File: src/rtl/clkdiv_pkg.sv
// -----------------------------------------------------------------------------
// clkdiv_pkg
// Shared constants and helpers for the programmable clock divider.
//   DIV_W_DEF : default width of divisor, counter and high-time values
//   MIN_DIV   : smallest divisor accepted by a load
//   half_ceil : ceil(n/2), the number of posedge cycles the raw high term
//               spends high in one period
// -----------------------------------------------------------------------------
package clkdiv_pkg;

  localparam int DIV_W_DEF = 16;
  localparam int MIN_DIV   = 2;

  function automatic int unsigned half_ceil(input int unsigned n);
    return (n + 32'd1) / 32'd2;
  endfunction

endpackage

File: src/rtl/clkdiv_cfg.sv
// -----------------------------------------------------------------------------
// clkdiv_cfg
// Divisor shadow register for clkdiv_prog. A load captures a requested
// divisor into a pending register. The pending value becomes the current
// divisor only when the counter asks for it through 'apply', which happens
// at a period boundary or on every cycle while the divider is disabled.
//
// Ports:
//   clk      in   clock
//   reset    in   asynchronous active-low reset
//   load     in   one-cycle strobe, capture div into the pending register
//   div      in   requested divisor
//   hi       in   requested high time (only with CLKDIV_DUTY_EN)
//   apply    in   boundary strobe from the counter, pending -> current
//   cur_div  out  divisor in force
//   hi_cur   out  high time in force (only with CLKDIV_DUTY_EN)
//   busy     out  a pending divisor has not been applied yet
//   bad_div  out  one-cycle pulse when a load of div < MIN_DIV is rejected
//
// Optional feature macro: CLKDIV_DUTY_EN (programmable high time).
// -----------------------------------------------------------------------------
module clkdiv_cfg
  import clkdiv_pkg::*;
#(
  parameter int DIV_W       = DIV_W_DEF,
  parameter int DEFAULT_DIV = 9
) (
  input  logic             clk,
  input  logic             reset,
  input  logic             load,
  input  logic [DIV_W-1:0] div,
`ifdef CLKDIV_DUTY_EN
  input  logic [DIV_W-1:0] hi,
  output logic [DIV_W-1:0] hi_cur,
`endif
  input  logic             apply,
  output logic [DIV_W-1:0] cur_div,
  output logic             busy,
  output logic             bad_div
);

  localparam logic [DIV_W-1:0] DEF_DIV = DIV_W'(DEFAULT_DIV);

  logic [DIV_W-1:0] pend_div;
  logic             div_ok;
  logic             take;

  assign div_ok = (div >= DIV_W'(MIN_DIV));
  assign take   = load & div_ok;

  // Apply uses the pending value as it stood before this edge; a load on the
  // same edge therefore stays pending and keeps busy set.
  always_ff @(posedge clk or negedge reset) begin
    if (!reset) begin
      cur_div  <= DEF_DIV;
      pend_div <= DEF_DIV;
      busy     <= 1'b0;
      bad_div  <= 1'b0;
    end else begin
      bad_div <= load & ~div_ok;
      if (apply) begin
        cur_div <= pend_div;
      end
      if (take) begin
        pend_div <= div;
        busy     <= 1'b1;
      end else if (apply) begin
        busy <= 1'b0;
      end
    end
  end

`ifdef CLKDIV_DUTY_EN
  // Power-on high time: floor half of the power-on divisor, always >= 1.
  localparam logic [DIV_W-1:0] DEF_HI = DIV_W'(DEFAULT_DIV / 2);

  logic [DIV_W-1:0] pend_hi;

  // Keep the high time inside 1..n-1 so out always toggles in each period.
  function automatic logic [DIV_W-1:0] clamp_hi(input logic [DIV_W-1:0] h,
                                                input logic [DIV_W-1:0] n);
    if (h == '0) begin
      return DIV_W'(1);
    end
    if (h >= n) begin
      return n - DIV_W'(1);
    end
    return h;
  endfunction

  always_ff @(posedge clk or negedge reset) begin
    if (!reset) begin
      pend_hi <= DEF_HI;
      hi_cur  <= DEF_HI;
    end else begin
      if (apply) begin
        hi_cur <= pend_hi;
      end
      if (take) begin
        pend_hi <= clamp_hi(hi, div);
      end
    end
  end
`endif

endmodule

File: src/rtl/clkdiv_prog.sv
// -----------------------------------------------------------------------------
// clkdiv_prog
// Runtime-programmable integer clock divider with 50% duty for even and odd
// divisors, a one-cycle tick at the start of each period, and glitch-free
// divisor changes (a new divisor only takes effect at a period boundary).
//
// Ports:
//   clk      in   input clock
//   reset    in   asynchronous active-low reset
//   en       in   divider enable; low holds out low and cnt at 0
//   load     in   one-cycle strobe, request divisor div
//   div      in   requested divisor N (values below 2 are rejected)
//   hi       in   requested high time (only with CLKDIV_DUTY_EN)
//   out      out  divided clock
//   tick     out  one-clk pulse at the start of every period
//   busy     out  requested divisor not yet in force
//   bad_div  out  one-clk pulse when a load with div < 2 is rejected
//
// Optional feature macro: CLKDIV_DUTY_EN. When defined, out is high for
// hi_cur posedge cycles per period and the negedge stage is not used.
// -----------------------------------------------------------------------------
module clkdiv_prog
  import clkdiv_pkg::*;
#(
  parameter int DIV_W       = DIV_W_DEF,
  parameter int DEFAULT_DIV = 9
) (
  input  logic             clk,
  input  logic             reset,
  input  logic             en,
  input  logic             load,
  input  logic [DIV_W-1:0] div,
`ifdef CLKDIV_DUTY_EN
  input  logic [DIV_W-1:0] hi,
`endif
  output logic             out,
  output logic             tick,
  output logic             busy,
  output logic             bad_div
);

  logic [DIV_W-1:0] cur_div;
  logic [DIV_W-1:0] cnt;
  logic [DIV_W-1:0] last_cnt;
  logic [DIV_W-1:0] hi_lim;
  logic             at_end;
  logic             apply;
  logic             hi_p;

  // cur_div is never below 2, so last_cnt cannot underflow and cnt never
  // exceeds cur_div-1, even for the largest divisor.
  assign last_cnt = cur_div - DIV_W'(1);
  assign at_end   = (cnt == last_cnt);

  // While disabled the counter is parked, so a pending divisor can be taken
  // on any edge without cutting a period short.
  assign apply = ~en | at_end;

  clkdiv_cfg #(
    .DIV_W       (DIV_W),
    .DEFAULT_DIV (DEFAULT_DIV)
  ) u_cfg (
    .clk     (clk),
    .reset   (reset),
    .load    (load),
    .div     (div),
`ifdef CLKDIV_DUTY_EN
    .hi      (hi),
    .hi_cur  (hi_lim),
`endif
    .apply   (apply),
    .cur_div (cur_div),
    .busy    (busy),
    .bad_div (bad_div)
  );

`ifndef CLKDIV_DUTY_EN
  assign hi_lim = DIV_W'(half_ceil(32'(cur_div)));
`endif

  // ---- stage p0: period counter ----
  always_ff @(posedge clk or negedge reset) begin
    if (!reset) begin
      cnt <= '0;
    end else if (!en || at_end) begin
      cnt <= '0;
    end else begin
      cnt <= cnt + DIV_W'(1);
    end
  end

  // ---- stage p1: registered high term and tick ----
  always_ff @(posedge clk or negedge reset) begin
    if (!reset) begin
      hi_p <= 1'b0;
      tick <= 1'b0;
    end else begin
      hi_p <= en & (cnt < hi_lim);
      tick <= en & (cnt == '0);
    end
  end

`ifdef CLKDIV_DUTY_EN
  assign out = hi_p;
`else
  logic hi_n;
  logic odd_p;

  // Parity is registered together with hi_p so the output select and the
  // gated term always describe the same period across a divisor change.
  always_ff @(posedge clk or negedge reset) begin
    if (!reset) begin
      odd_p <= DIV_W'(DEFAULT_DIV) % DIV_W'(2) != '0;
    end else begin
      odd_p <= cur_div[0];
    end
  end

  // ---- stage n: half-cycle delayed copy of hi_p ----
  always_ff @(negedge clk or negedge reset) begin
    if (!reset) begin
      hi_n <= 1'b0;
    end else begin
      hi_n <= hi_p;
    end
  end

  // Odd divisors: hi_p is high for (N+1)/2 cycles; ANDing with its negedge
  // copy removes the first half cycle, leaving exactly N/2 cycles high. The
  // rising edge of out therefore lands on the falling clk edge after tick.
  assign out = odd_p ? (hi_p & hi_n) : hi_p;
`endif

endmodule

File: config.mk
export PLATFORM = sky130hd
export DESIGN_NAME = clkdiv_prog
export DESIGN_NICKNAME = d
export VERILOG_FILES = /design/src/rtl/clkdiv_pkg.sv /design/src/rtl/clkdiv_cfg.sv /design/src/rtl/clkdiv_prog.sv
export SDC_FILE = /design/constraint.sdc
export NUM_CORES = 1
export LEC_CHECK = 0
export BUFFER_PORTS_ARGS = -buffer_cell sky130_fd_sc_hd__buf_4
export CAP_MARGIN = 20
export CORE_MARGIN = 2
export CORE_UTILIZATION = 45
export DETAILED_ROUTE_END_ITERATION = 6
export REMOVE_ABC_BUFFERS = 1
export SETUP_SLACK_MARGIN = 0.5
export SYNTH_ARGS = -nofsm -noshare
export SYNTH_HDL_FRONTEND = slang
export SYNTH_HIERARCHICAL = 1
export SYNTH_SLANG_ARGS = --single-unit
File: constraint.sdc
create_clock -name clk -period 6.45 [get_ports clk]
set_clock_uncertainty 0.1 [all_clocks]
set_input_delay 1.29 -clock clk [delete_from_list [all_inputs] [get_ports clk]]
set_output_delay 1.29 -clock clk [all_outputs]
set_load 0.02 [all_outputs]
==> reports/metrics.yaml <==
endpoint_kind: "output port"
maxCapViolations: 0
fillers: 753
clk_pin_slew_ns: 0.10
drive_gt1_share_pct: 20.8
drc_errors: 0
yosysWarnings: 6
synth_cell_types: 52
diodes: 0
antenna_found_initial: 0
initial_utilization_pct: 46.0
cts_tree: "done"
grt_overflow: 0
synth_xor_area_share_pct: 11.6
worst_pin_slew_ns: 0.764
synth-adder-area-share_pct: 6.73
critPathSlowestCell: "dfrtn_1"
wire_per_inst_um: 14.9
cts_setup_buffers: 0
synthToLayoutAreaGrowth_pct: 8.42
grt_util_all_layers_pct: 17.8
syn_area_per_cell_um2: 9.98
syn_area_um2: 3530
slew_headroom_pct: 49.1
grt_pass1_wl_mm: 12.1
ys_ff_latch: 54
required_ns: 5.06
finalSetupTns_ns: 0
drt.antenna.violating_nets: 0
ys_top_cells_by_count: "48 x dfrtp_1, 35 x nand2_1, 30 x xnor2_1"
synth_top_family_by_area: "simple AND/OR/NAND/NOR gates"
finalSetupViolations: 0
die_area_um2: 8580
hold_buffers: 0
post_cts_resized: 0
arrival_ns: 4.27
grt_pass1_vias: 2449
coreArea_um2: 7690
die_x_um: 92.6
port_buffers: 23
async_reset_ff_share_pct: 100
seq_area_frac_synth_pct: 38.4
via_per_inst: 5.37
nets: 404
run_status: "complete, no violations"
cts_max_path_buffers: 2
dieHeight_um: 92.6
crit_path_max_fanout: 1
worstPathCellList: "inv_1 -> a21boi_0 -> buf_4"
wl_mm: 6.95
yosys.area_share.simple_pct: 17.7
hold_violations: 0
synth_compound_area_share_pct: 9.77
yosysTopAreaCellShare_pct: 34.0
synth_edf_count: 0
netlist_instances: 354
grt_start_max_net_pins: 54
place_area_um2: 3720
synthMuxAreaShare_pct: 10.7
cp-start-kind: "flip-flop"
root_buffer: "clkbuf_8"
numCtsBuffers: 5
synth_largest_area_cell: "dfrtp_1"
yosys-top-cells-area: "dfrtp_1 34%, xnor2_1 7.4%, mux2_2 7.3%, ha_1 6.7%, xor2_1 4.2%"
p_per_area_nw_per_um2: 211
dp_hpwl_mm: 5.08
regArea_um2: 1360
synth_ff_type: "dfrtp_1"
slowest_delay_ns: 0.39
ios: 24
vias: 2514
yosysMostFrequentCell: "dfrtp_1"
rsz0062_at_grt: "false"
final_util_pct: 49.9
hold_class: "flip-flop to flip-flop"
power.leakage_uw: 0.00165
fin_area_um2: 3830
clock_sinks: 54
peakVddDrop_mv: 0.0903
clk_latency_ns: 0.31
maxSlewViolCount: 0
multiInputGateArea_um2: 2000
drtIter0Drc: 115
critPathKind: "flip-flop to output port"
gp_congestion: 0.837
htree_levels: 2
fp-row-count: 32
dr.pass1.iters: 4
[critical path, delay by kind of cell (launching register included)]
kind	cells	cell delay [ns]
flip-flops	1	0.39
buffers and inverters	2	0.19
AO/OA/AOI/OAI	1	0.14
[metrics by stage]
| step | total power, µW | hold WS [ns] | instances | setup WS (ns) |
|---|---|---|---|---|
| 2_1_floorplan | 531 | 0.307 | 333 | 0.948 |
| 3_3_place_gp | 584 | 0.349 | 460 | 1.13 |
| 3_5_place_dp | 588 | 0.351 | 460 | 1.12 |
| 4_1_cts | 821 | 0.368 | 468 | 0.782 |
| 5_1_grt | 861 | 0.387 | 468 | 0.749 |
| 6_report | 810 | 0.359 | 468 | 0.795 |
[cell families after synthesis]
family / after synthesis
AOI/OAI and AO/OA: 49
xor gates and xnor gates: 47
adders and majority gates: 19
buffers and inverters: 34
DFF: 54
muxes: 32
and+or+nand+nor: 119
[layer usage]
layer	global-route usage [%]	routed length [µm]	vias up
met5	0	0	-
met4	4.78	94	0
met2	26.6	3030	63
li1	-	-	1266
met1	26.9	3480	1173
met3	2.93	349	12
[layout make-up]
class                   count  share of cell area (%)
clock buffers               6                    1.89
clock inverters             2                    1.01
inverters                  13                    1.27
multi-input cells         266                    52.2
flip-flops and latches     54                    35.4
well taps                 102                    3.33
repair buffers             25                    4.90
[worst paths after layout]
check / from / end / slack (ns) / cells after the start
min in group asynchronous: reset / cnt[7] / 1.00 / 2
setup / recovery: hi_n / out / 0.79 / 3
max in group asynchronous: reset / hi_n / 2.37 / 1
setup reg to reg: hi_p / hi_n / 2.59 / 0
hold / removal: u_cfg/cur_div[0] / odd_p / 0.36 / 0
hold reg to reg: u_cfg/cur_div[0] / odd_p / 0.36 / 0
[placed cells by master, fill, tap and decap left out, types with 12 or more instances in the layout]
| cell type | Yosys | final |
|---|---|---|
| dfrtp_1 | 48 | 48 |
| nand2_1 | 35 | 35 |
| xnor2_1 | 30 | 30 |
| buf_4 | 2 | 25 |
| mux2_2 | 23 | 23 |
| ha_1 | 19 | 19 |
| a21oi_1 | 18 | 18 |
| xor2_1 | 17 | 17 |
| nand3_1 | 16 | 16 |
| nor2_1 | 14 | 14 |
| inv_1 | 13 | 13 |
| nor3_1 | 12 | 12 |
[registers in the layout, summed over array words and instances (netlist names)]
signal          count
u_cfg/bad_div       1
u_cfg/cur_div      16
u_cfg/pend_div     16
cnt                16
odd_p               1
hi_n                1
tick                1
hi_p                1
u_cfg/busy          1
[power by group]
part	switching, µW	leakage [µW]	internal (µW)	total [µW]
Clock	114	0.0000554	117	231
Sequential	47.4	0.000665	370	417
Combinational	76.0	0.000929	86.3	162
Total	237	0.00165	573	810
Power figures use the tool's default switching activity.
